$ cat config.mk
export PLATFORM = sky130hd
export DESIGN_NAME = mdu_seq_flat
export DESIGN_NICKNAME = d
export VERILOG_FILES = /design/src/rtl/mdu_seq_if.sv /design/src/rtl/mdu_seq.sv /design/src/flat_wrapper.sv
export SDC_FILE = /design/constraint.sdc
export NUM_CORES = 1
export LEC_CHECK = 0
export CAP_MARGIN = 5
export CORE_MARGIN = 2
export CORE_UTILIZATION = 66
export CTS_CLUSTER_DIAMETER = 80
export DETAILED_ROUTE_END_ITERATION = 10
export DONT_BUFFER_PORTS = 1
export GPL_TIMING_DRIVEN = 1
export MAX_ROUTING_LAYER = met4
export PLACE_DENSITY = 0.82
export SETUP_SLACK_MARGIN = 0.05
export SLEW_MARGIN = 20
export SYNTH_ARGS = -nofsm -noshare
export SYNTH_HDL_FRONTEND = slang
export SYNTH_SLANG_ARGS = --single-unit
$ cat constraint.sdc
create_clock -name clk -period 4.7 [get_ports clk]
set_clock_uncertainty 0.1 [all_clocks]
set_input_delay 0.94 -clock clk [delete_from_list [all_inputs] [get_ports clk]]
set_output_delay 0.94 -clock clk [all_outputs]
set_load 0.02 [all_outputs]
$ cat src/rtl/mdu_seq_if.sv
// Request/response bundle between the EX-stage pipeline (master) and the
// sequential multiply/divide unit (slave).
interface mdu_seq_if #(
    parameter int WIDTH = 32
);
    logic             start;
    logic [2:0]       op;
    logic [WIDTH-1:0] a;
    logic [WIDTH-1:0] b;
    logic             flush;
    logic             busy;
    logic             done;
    logic             div_zero;
    logic [WIDTH-1:0] hi;
    logic [WIDTH-1:0] lo;

    modport master (
        output start, op, a, b, flush,
        input  busy, done, div_zero, hi, lo
    );

    modport slave (
        input  start, op, a, b, flush,
        output busy, done, div_zero, hi, lo
    );
endinterface

$ cat src/rtl/mdu_seq.sv
// Multi-cycle MULT/MULTU/DIV/DIVU unit with MTHI/MTLO: one bit per clock on
// unsigned magnitudes, sign fix-up in a final cycle, results held in HI/LO.
module mdu_seq #(
    parameter int WIDTH = 32,
    parameter int CNT_W = $clog2(WIDTH) + 1
) (
    input  logic      clk,
    input  logic      rst_n,
    mdu_seq_if.slave  bus
);
    typedef enum logic [1:0] {IDLE, CALC, FIX} state_t;

    localparam logic [2:0] OP_MTHI = 3'b100;
    localparam logic [2:0] OP_MTLO = 3'b101;

    state_t             state;
    logic [CNT_W-1:0]   cnt;
    logic [2*WIDTH-1:0] acc;
    logic [WIDTH-1:0]   opnd;
    logic               is_div;
    logic               neg_q;
    logic               neg_r;
    logic               busy_q;
    logic               done_q;
    logic               dz_q;
    logic [WIDTH-1:0]   hi_q;
    logic [WIDTH-1:0]   lo_q;

    logic               sa;
    logic               sb;
    logic [WIDTH:0]     shifted;
    logic [WIDTH:0]     diff;
    logic [WIDTH:0]     psum;
    logic [2*WIDTH-1:0] step;
    logic [2*WIDTH-1:0] prod;
    logic [WIDTH-1:0]   quo;
    logic [WIDTH-1:0]   rem;
    logic               dz;
    logic [WIDTH-1:0]   fix_hi;
    logic [WIDTH-1:0]   fix_lo;

    assign bus.busy     = busy_q;
    assign bus.done     = done_q;
    assign bus.div_zero = dz_q;
    assign bus.hi       = hi_q;
    assign bus.lo       = lo_q;

    // Sign flags only matter for the signed opcodes (op[0]=1).
    assign sa = bus.op[0] & bus.a[WIDTH-1];
    assign sb = bus.op[0] & bus.b[WIDTH-1];

    // Negating the most-negative value returns it unchanged, which is exactly
    // its unsigned magnitude.
    function automatic logic [WIDTH-1:0] magnitude(input logic [WIDTH-1:0] v,
                                                   input logic neg);
        return neg ? -v : v;
    endfunction

    // acc holds {partial product} for multiply, {remainder, quotient/dividend}
    // for divide; both shift one bit per CALC cycle.
    always_comb begin
        // NOTE: every signal written here gets a default first so no latch is inferred.
        step    = acc;
        shifted = {acc[2*WIDTH-1:WIDTH], acc[WIDTH-1]};
        diff    = shifted - {1'b0, opnd};
        psum    = {1'b0, acc[2*WIDTH-1:WIDTH]} + (acc[0] ? {1'b0, opnd} : '0);
        if (is_div) begin
            if (diff[WIDTH]) step = {shifted[WIDTH-1:0], acc[WIDTH-2:0], 1'b0};
            else             step = {diff[WIDTH-1:0],    acc[WIDTH-2:0], 1'b1};
        end else begin
            step = {psum, acc[WIDTH-1:1]};
        end

        prod   = neg_q ? -acc : acc;
        quo    = acc[WIDTH-1:0];
        rem    = acc[2*WIDTH-1:WIDTH];
        dz     = is_div && (opnd == '0);
        fix_hi = prod[2*WIDTH-1:WIDTH];
        fix_lo = prod[WIDTH-1:0];
        if (is_div) begin
            fix_hi = neg_r ? -rem : rem;
            fix_lo = dz ? '1 : (neg_q ? -quo : quo);
        end
    end

    always_ff @(posedge clk or negedge rst_n) begin
        // NOTE: sequential state uses non-blocking assignments only.
        if (!rst_n) begin
            state  <= IDLE;
            cnt    <= '0;
            acc    <= '0;
            opnd   <= '0;
            is_div <= 1'b0;
            neg_q  <= 1'b0;
            neg_r  <= 1'b0;
            busy_q <= 1'b0;
            done_q <= 1'b0;
            dz_q   <= 1'b0;
            hi_q   <= '0;
            lo_q   <= '0;
        end else begin
            done_q <= 1'b0;
            dz_q   <= 1'b0;
            unique case (state)
                IDLE: begin
                    if (bus.start && !bus.flush) begin
                        if (!bus.op[2]) begin
                            is_div <= bus.op[1];
                            neg_q  <= sa ^ sb;
                            neg_r  <= sa;
                            cnt    <= '0;
                            busy_q <= 1'b1;
                            state  <= CALC;
                            if (bus.op[1]) begin
                                opnd <= magnitude(bus.b, sb);
                                acc  <= {{WIDTH{1'b0}}, magnitude(bus.a, sa)};
                            end else begin
                                opnd <= magnitude(bus.a, sa);
                                acc  <= {{WIDTH{1'b0}}, magnitude(bus.b, sb)};
                            end
                        end else if (bus.op == OP_MTHI) begin
                            hi_q   <= bus.a;
                            done_q <= 1'b1;
                        end else if (bus.op == OP_MTLO) begin
                            lo_q   <= bus.a;
                            done_q <= 1'b1;
                        end
                    end
                end
                CALC: begin
                    if (bus.flush) begin
                        busy_q <= 1'b0;
                        state  <= IDLE;
                    end else begin
                        acc <= step;
                        cnt <= cnt + CNT_W'(1);
                        if (cnt == CNT_W'(WIDTH - 1)) state <= FIX;
                    end
                end
                FIX: begin
                    busy_q <= 1'b0;
                    state  <= IDLE;
                    if (!bus.flush) begin
                        hi_q   <= fix_hi;
                        lo_q   <= fix_lo;
                        done_q <= 1'b1;
                        dz_q   <= dz;
                    end
                end
                default: state <= IDLE;
            endcase
        end
    end
endmodule

$ cat src/flat_wrapper.sv
// flat-port wrapper written by rule: the top's interface ports become plain ports
module mdu_seq_flat 
#(
    parameter int WIDTH = 32,
    parameter int CNT_W = $clog2(WIDTH) + 1
)
  (clk, rst_n, bus_start, bus_op, bus_a, bus_b, bus_flush, bus_busy, bus_done, bus_div_zero, bus_hi, bus_lo);
  mdu_seq_if #(.WIDTH(WIDTH)) bus_i ();
  input  logic clk;
  input  logic rst_n;
  input wire logic [$bits(bus_i.start)-1:0] bus_start;
  input wire logic [$bits(bus_i.op)-1:0] bus_op;
  input wire logic [$bits(bus_i.a)-1:0] bus_a;
  input wire logic [$bits(bus_i.b)-1:0] bus_b;
  input wire logic [$bits(bus_i.flush)-1:0] bus_flush;
  output wire logic [$bits(bus_i.busy)-1:0] bus_busy;
  output wire logic [$bits(bus_i.done)-1:0] bus_done;
  output wire logic [$bits(bus_i.div_zero)-1:0] bus_div_zero;
  output wire logic [$bits(bus_i.hi)-1:0] bus_hi;
  output wire logic [$bits(bus_i.lo)-1:0] bus_lo;
  assign bus_i.start = bus_start;
  assign bus_i.op = bus_op;
  assign bus_i.a = bus_a;
  assign bus_i.b = bus_b;
  assign bus_i.flush = bus_flush;
  assign bus_busy = bus_i.busy;
  assign bus_done = bus_i.done;
  assign bus_div_zero = bus_i.div_zero;
  assign bus_hi = bus_i.hi;
  assign bus_lo = bus_i.lo;
  mdu_seq #(.WIDTH(WIDTH), .CNT_W(CNT_W)) u_core (.clk(clk), .rst_n(rst_n), .bus(bus_i));
endmodule
After elaboration in Yosys (flattened, before gate mapping)
Cells that the tools add are included.
{"block": "classes", "n_eq_ne": 15, "n_lt_le_gt_ge": 0, "muxes": 49, "n_bitwise": 4, "n_addsub": 8, "mul": 0, "n_shift": 0, "reduce_logical": 14, "div": 0}
{"operator": "32-bit 2-to-1 mux", "n": 19}
{"operator": "64-bit 2-to-1 mux", "n": 6}
{"operator": "32-bit negation", "n": 4}
{"operator": "32-bit case mux with 2 select lines", "n": 2}
{"operator": "64-bit case mux with 2 select lines", "n": 1}
{"operator": "64-bit negation", "n": 1}
{"operator": "32-bit by 33-bit adder with 33-bit output", "n": 1}
{"operator": "33-bit by 32-bit subtractor with 33-bit output", "n": 1}
{"operator": "32-bit logical NOT", "n": 1}
{"operator": "6-bit 2-to-1 mux", "n": 3}
{"operator": "2-bit inequality test, second input constant", "n": 6}
{"operator": "6-bit case mux with 2 select lines", "n": 1}
{"operator": "1-bit 2-to-1 mux", "n": 10}
{"operator": "2-bit 2-to-1 mux", "n": 4}
{"operator": "4-bit AND reduction", "n": 2}
{"operator": "6-bit by 1-bit adder with 6-bit output, second input constant", "n": 1}
{"operator": "3-bit == test, second input constant", "n": 2}
{"operator": "6-bit by 5-bit == test with 1-bit output, second input constant", "n": 1}
{"operator": "2-bit by 1-bit inequality test with 1-bit output, second input constant", "n": 3}
{"operator": "3-bit AND reduction", "n": 2}
{"operator": "6-bit AND reduction", "n": 1}
{"operator": "5-bit AND reduction", "n": 1}
{"operator": "2-bit case mux with 2 select lines", "n": 1}
{"operator": "2-bit nonzero test", "n": 2}
{"operator": "other kinds (12)", "n": 14}
{"block": "totals", "memories": 0, "mem_bits_rw": 0, "ff_bits": 174, "output_inout_bits": 67, "rom_bits": 0, "latchBits": 0, "elab_cells": 102}

Depth between registers and ports, before layout
{"block": "logic_depth", "depth_word": 6, "depth_mapped": 14, "ltp_nobuf": 13}

Worst setup path after synthesis
OpenSTA, ideal clock, no wires.
{"block": "synth_path", "path_type": "input port to flip-flop", "start": "in bus_b[6]", "end": "reg u_core.acc[29]", "arrival_ns": 3.331, "setup_time_ns": 0.126, "slack_ns": 1.143, "path_stages": 9, "t_required_ns": 4.474, "n_path_buf": 0, "cell_sequence": "or4_1 or3_1 nor3_1 and3_1 nand2_1 o31ai_1 xor2_1 mux2i_1 a221o_1"}
{"block": "synth_via", "elab_chain_cells": 6}
{"element": "start, declared", "line_no": "flat_wrapper.sv:14", "rtl": "input wire logic [$bits(bus_i.b)-1:0] bus_b;"}
{"element": "32-bit negation", "line_no": "mdu_seq.sv:56", "rtl": "return neg ? -v : v;"}
{"element": "32-bit 2-to-1 mux", "line_no": "mdu_seq.sv:56"}
{"element": "32-bit 2-to-1 mux", "line_no": "mdu_seq.sv:114", "rtl": "if (bus.op[1]) begin"}
{"element": "64-bit 2-to-1 mux", "line_no": "mdu_seq.sv:107", "rtl": "if (!bus.op[2]) begin"}
{"element": "64-bit 2-to-1 mux", "line_no": "mdu_seq.sv:106", "rtl": "if (bus.start && !bus.flush) begin"}
{"element": "64-bit case mux with 2 select lines", "line_no": "mdu_seq.sv:104", "rtl": "unique case (state)"}
{"element": "end signal, assigned", "line_no": "mdu_seq.sv:116", "rtl": "acc <= {{WIDTH{1'b0}}, magnitude(bus.a, sa)};"}
{"element": "end signal, assigned", "line_no": "mdu_seq.sv:119", "rtl": "acc <= {{WIDTH{1'b0}}, magnitude(bus.b, sb)};"}
{"element": "end signal, assigned", "line_no": "mdu_seq.sv:135", "rtl": "acc <= step;"}
{"element": "end, declared", "line_no": "mdu_seq.sv:18", "rtl": "logic [2*WIDTH-1:0] acc;"}
Every way passes these cells. The select of a mux whose other input is x is not followed.
A chain may end at the register's enable or synchronous reset.

Final worst setup path
{"block": "layout_path", "start": "reg u_core.acc[32]", "end": "reg u_core.acc[61]"}
{"block": "layout_via", "elab_chain_cells": 5, "elab_cells_between_ends": 6, "classes_between": "add/sub: 2; mux: 4"}
{"element": "33-bit by 32-bit subtractor with 33-bit output", "line_no": "mdu_seq.sv:65", "rtl": "diff = shifted - {1'b0, opnd};"}
{"element": "64-bit 2-to-1 mux", "line_no": "mdu_seq.sv:68", "rtl": "if (diff[WIDTH]) step = {shifted[WIDTH-1:0], acc[WIDTH-2:0], 1'b0};"}
{"element": "64-bit 2-to-1 mux *", "line_no": "mdu_seq.sv:67", "rtl": "if (is_div) begin"}
{"element": "64-bit 2-to-1 mux *", "line_no": "mdu_seq.sv:131", "rtl": "if (bus.flush) begin"}
{"element": "64-bit case mux with 2 select lines *", "line_no": "mdu_seq.sv:104"}
Mark *: on every way between the ends. The rest lies on a longest branch, timed or not. The select of a mux whose other input is x is not followed.

==> flow_metrics.tcl <==
set metrics [dict create \
    tritoncts_clock_tree "built" \
    die_width_um 157 \
    worst_ep_arrival_time_ns 4.24 \
    clock_tree.buffer_depth 2 \
    synth.yosys.warnings 0 \
    post-layout-total-power_mw 11.2 \
    synth_area_um2 15500 \
    die_area_um2 24700 \
    ff2ff_path_depth 13 \
    yosys-top-cells-area "dfrtp_1 (28%), xnor2_1 (6.2%), ha_1 (5.9%)" \
    run_status "completed" \
    grt_pass1_wl_mm 86.7 \
    critical_path.endpoint_type "flop" \
    initial_antenna_violation_count 0 \
    drt-vias-per-instance 7.09 \
    slowest_stage "dfrtp_1" \
    worst_slew_margin_rel_pct 34.4 \
    cells_resized_by_post_cts_repair 0 \
    highest_net_fanout_along_the_worst_path 22 \
    worst_pin_slew_ns 0.980 \
    synthCells 2021 \
    synth.ff_latch_count 174 \
    cts_num_sinks 174 \
    netlist-cell-type-count 69 \
    layout.nets 2091 \
    drive_above_1_share_pct 5.52 \
    worst_skew_pair.late_latency_ns 0.45 \
    final_min_period_over_clock_period_pct 85.6 \
    post-synth-top-area-cell "dfrtp_1" \
    clock_tree.htree_level_count 4 \
    ir_drop_mv 0.369 \
    report.final.setup_viol 0 \
    hold_viol 0 \
    drv_slew 0 \
    numPlacedInstances 2245 \
    path_delay_family "compound AO/OA/AOI/OAI gates" \
    yosysSeqAreaShare_pct 28.1 \
    largest_net_degree_at_the_start_of_global_routing 175 \
    portBuffers 0 \
    hpwlAfterDp_mm 43.6 \
    min-delay-path-class "in -> async" \
    synth_edf_count 0 \
    die_h_um 157 \
    num_io_pins 138 \
    final_antenna_net_count 0 \
    globalRouteOverflowTotal 0 \
    post_layout_nonfiller_instances 2278 \
    routed_wirelength_mm 57.1 \
    max_cap_viol_count 0 \
    timing.critical_path.slowest_cell_delay_ns 0.60 \
    total_track_usage_pct 47.5 \
    cts_root_buffer "clkbuf_16" \
    postSynth.topFlopCell "dfrtp_1" \
    critPathBufInv 3 \
    tns_ns 0 \
    syn_area_per_cell_um2 7.67 \
    detail_route.iter0.violations 2550 \
    timing.final.crit_period_ns 4.02 \
    finish.utilization_pct 69.9 \
    cp_cell_sequence "inv_1 > fa_1 > nand2b_1 > a21o_1 > a21o_1 > a21oi_1 > o2111a_1 > nor3_1 > buf_4 > nor2_2 > buf_4 > mux2i_1 > o21ai_0" \
    grt_pass1_vias 14700 \
    via_count 16200 \
    mostFrequentLayoutCells "nand2_1 (223), nor2_1 (180), a21oi_1 (175), dfrtp_1 (173), o21ai_0 (172)" \
    finalHoldWorstSlack_ns 0.0671 \
    static_leakage_nw 6.86 \
    most_common_cell_after_layout_fill_and_taps_aside "nand2_1" \
    path_clk_slew_ns 0.09 \
    cp_data_required_time_ns 4.91 \
    power_density_nw_per_um2 691 \
    postSynth.asyncResetShare_pct 100 \
    first_pass_iters 7 \
    max_freq_ghz 0.249 \
    postCtsSetupRepairBufs 0 \
    cts-buffers-inserted 17 \
    coreArea_um2 23300 \
    startpoint_type "flop" \
    worst-path-stages 13 \
    rsz0062_at_grt "false" \
    yosys.area.top_type_share_pct 28.1 \
    ctsHoldBuffers 0 \
    syn_to_final_growth_pct 4.88 \
    setup.worst_path.class "reg -> reg" \
    place.gp.congestion 1.03 \
    postSynthNetCount 2167 \
    row_count 56 \
    initial_utilization_pct 66.6 \
    wire_length_per_cell_after_detailed_routing_um 25.1 \
    drc_violations 0 \
]
-- cells by family after synthesis --
family | share of synthesized area, %
AOI/OAI and AO/OA | 26.1
xor gates and xnor gates | 9.78
adders and majority gates | 6.15
buffers and inverters | 4.79
DFF | 28.1
muxes | 5.20
and+or+nand+nor | 19.9
-- report_power, final --
part	switching [mW]	internal (mW)	total, mW
clock network	0.768	0.720	1.49
logic	3.87	2.46	6.32
registers	1.31	2.12	3.42
total	5.94	5.30	11.2
-- registers in the layout, summed over array words and instances (netlist names) --
register	cells
u_core.neg_r	1
u_core.cnt	6
u_core.opnd	32
u_core.bus.lo	32
u_core.bus.div_zero	1
u_core.state	2
u_core.neg_q	1
u_core.bus.done	1
u_core.bus.busy	1
u_core.acc	64
u_core.bus.hi	32
u_core.is_div	1
-- per-stage QoR --
step | instance area, µm² | setup WS, ns
after floorplan | 15500 | 1.14
after global placement | 15700 | 0.939
after detailed placement | 15700 | 0.838
after CTS | 16200 | 0.825
after global routing | 16200 | 0.558
final | 16300 | 0.677
-- routing by layer --
layer  GRT usage (%)  vias up  part of all wire [%]
met5               -        -                     0
met4            19.6        0                   4.4
met3            15.5      178                    16
met2            63.3     1229                    40
met1            65.7     7580                    40
li1                -     7175                     -
-- final timing paths --
check	endpoint	slack [ns]	start
min reg2reg	u_core.opnd[11]$_DFFE_PN0P_	0.42	u_core.opnd[11]$_DFFE_PN0P_
min in group clk	u_core.opnd[11]$_DFFE_PN0P_	0.42	u_core.opnd[11]$_DFFE_PN0P_
max in group asynchronous	u_core.acc[63]$_DFFE_PN0P_	4.18	rst_n
max reg2reg	u_core.acc[61]$_DFFE_PN0P_	0.68	u_core.acc[32]$_DFFE_PN0P_
min	u_core.bus.lo[5]$_DFFE_PN0P_	0.07	rst_n
max	u_core.acc[61]$_DFFE_PN0P_	0.68	u_core.acc[32]$_DFFE_PN0P_
-- layout make-up --
| cell class | count | area [µm²] |
|---|---|---|
| multi-input combinational | 1653 | 10400 |
| fill | 1913 | 7010 |
| sequential | 174 | 4360 |
| clock buffer | 17 | 425 |
| tap | 319 | 399 |
| inverter | 69 | 259 |
| timing repair buffer | 30 | 225 |
| clock inverter | 14 | 170 |
| antenna | 2 | 5.00 |
-- synth_stat cells (5+ instances only) --
master	number
buf_1	11
nor3b_1	5
nand3_1	48
or4_1	10
o221ai_1	9
o31ai_1	24
nand4_1	24
a21o_1	36
o41ai_1	13
o21ai_1	48
inv_1	68
a21boi_0	5
ha_1	73
or2_2	5
o211ai_1	15
and3_1	11
mux2_2	28
nor2b_1	11
a31oi_1	19
xnor2_1	110
nor3_1	40
or3_1	24
nand2b_1	25
and2_1	13
a211oi_1	41
o21ai_0	172
clkbuf_1	110
nor2_1	182
nand2_1	224
o22ai_1	31
o21a_1	12
dfrtp_1	174
a22oi_1	21
mux2i_1	49
a21oi_1	176
xor2_1	63
a221oi_1	7
nor4_1	23
Note: power is estimated with default switching activity, not from simulation.
==> RTL change, RTL diff (same settings) <==
`WIDTH` is set to 32 in 3 places; all go to 16.
--- a/src/rtl/mdu_seq_if.sv
+++ b/src/rtl/mdu_seq_if.sv
@@ -2,5 +2,5 @@
 // sequential multiply/divide unit (slave).
 interface mdu_seq_if #(
-    parameter int WIDTH = 32
+    parameter int WIDTH = 16
 );
     logic             start;
--- a/src/rtl/mdu_seq.sv
+++ b/src/rtl/mdu_seq.sv
@@ -2,5 +2,5 @@
 // unsigned magnitudes, sign fix-up in a final cycle, results held in HI/LO.
 module mdu_seq #(
-    parameter int WIDTH = 32,
+    parameter int WIDTH = 16,
     parameter int CNT_W = $clog2(WIDTH) + 1
 ) (
--- a/src/flat_wrapper.sv
+++ b/src/flat_wrapper.sv
@@ -2,5 +2,5 @@
 module mdu_seq_flat 
 #(
-    parameter int WIDTH = 32,
+    parameter int WIDTH = 16,
     parameter int CNT_W = $clog2(WIDTH) + 1
 )
Ports: changed (resized bus_a, bus_b, bus_hi and bus_lo); port bits go from 138 to 74. No check against the original RTL was run, so the function may have changed too.
==> RTL change against the original RTL <==
  * Area after synthesis shrank 50%
  * Critical endpoint is now u_core.acc[16]
  * Worst setup slack gained 0.60 ns
  * Non-clock buffer count shrank 21
  * Fmax grew 18%
  * Wire length shrank 60%
  * Final area shrank 50%
  * Sequential cell count shrank 81
  * Power shrank 48%
==> RTL change: results (changes against the original RTL) <==
| Item | Reported | Unit | Change |
| --- | --- | --- | --- |
| Status | finished, final reports clean | - | unchanged |
| Layout clock area frac | 4.20 | % | was 3.66% |
| Clock buffer count | 11 | - | was 17 |
| Placed Instances | 1,050 | - | was 2,245 |
| Multiplexer fraction of the synthesized cell area | 6.09 | % | was 5.20% |
| Core region area | 11,400 | µm² | was 23,300 µm² |
| Reg-to-reg endpoint | u_core.acc[16] | - | was u_core.acc[61] |
| Flip-flop count of the largest register after layout | 32 | - | was 64 |
| Reg2Reg Setup Slack | 1.28 | ns | was 0.68 ns |
| Slew Limit Headroom | 31.7 | % | was 34.4% |
| Final WL | 23,100 | µm | was 57,100 µm |
| Most numerous cell types in the synthesized netlist | nand2_1, dfrtp_1, nor2_1 | - | was nand2_1, nor2_1, a21oi_1 |
| Pin count of the biggest net entering global routing | 94 | - | was 175 |
| Routed via count | 7,170 | - | was 16,162 |
| Htree depth | 3 | - | was 4 |
| Fraction of area in multi-input gates | 62.3 | % | was 64.1% |
| Fmax | 292 | MHz | was 249 MHz |
| Cell types occupying the most area after synthesis | dfrtp_1, ha_1, xnor2_1, nand2_1, a21oi_1 | - | was dfrtp_1, xnor2_1, ha_1, a21oi_1, o21ai_0 |
| Total power density per cell area | 724 | nW/µm² | was 691 nW/µm² |
| Dpl cell area | 7790 | µm² | was 15,700 µm² |
| Clock-pin slew on the worst setup and hold paths | 0.07 | ns | was 0.09 ns |
| Tightest hold margin | 0.170 | ns | was 0.0671 ns |
| Weighted congestion reported at the end of routability-driven placement | 1.01 | - | was 1.03 |
| Post-Place Worst Slack | 1.40 | ns | was 0.838 ns |
| Clock latency of the later-clocked register in the worst-skew pair | 0.36 | ns | was 0.45 ns |
| Post-DP HPWL | 17,100 | µm | was 43,600 µm |
| Detailed Route Iter0 Violations | 726 | - | was 2,550 |
| Worst flop-to-flop path startpoint | u_core.acc[16] | - | was u_core.acc[32] |
| Sequential area share after synthesis | 30.1 | % | was 28.1% |
| Clock buffers created by TritonCTS | 9 | - | was 17 |
[RTL change: changes by cell type after synthesis, sizes merged, moves of 29 or more]
cell,change
xnor2,-63
nand3,-31
nand2,-119
o21ai,-113
dfrtp,-81
nor2,-101
clkbuf,-75
inv,-29
ha,-31
a21oi,-105
[RTL change: worst max-delay path: stages, from the launching register on]
cell	delay, ns
dfrtp_1	0.53
inv_1	0.18
fa_1	0.47
nand2b_1	0.20
a21oi_2	0.24
o221ai_2	0.22
a21oi_4	0.22
xor2_4	0.64
mux2_1	0.40
o221ai_2	0.13
[RTL change: power by group]
group / total (mW) / internal (mW) / switching (mW)
Combinational: 3.19 / 1.38 / 1.81
Sequential: 1.85 / 1.14 / 0.715
Clock: 0.846 / 0.502 / 0.343
[RTL change: routing by layer]
layer	GRT usage (%)	vias up	part of all wire (%)
met5	-	-	0
met4	12.7	0	2.6
met3	9.02	56	11
met2	56.8	409	44
met1	53.0	3354	42
li1	-	3351	-
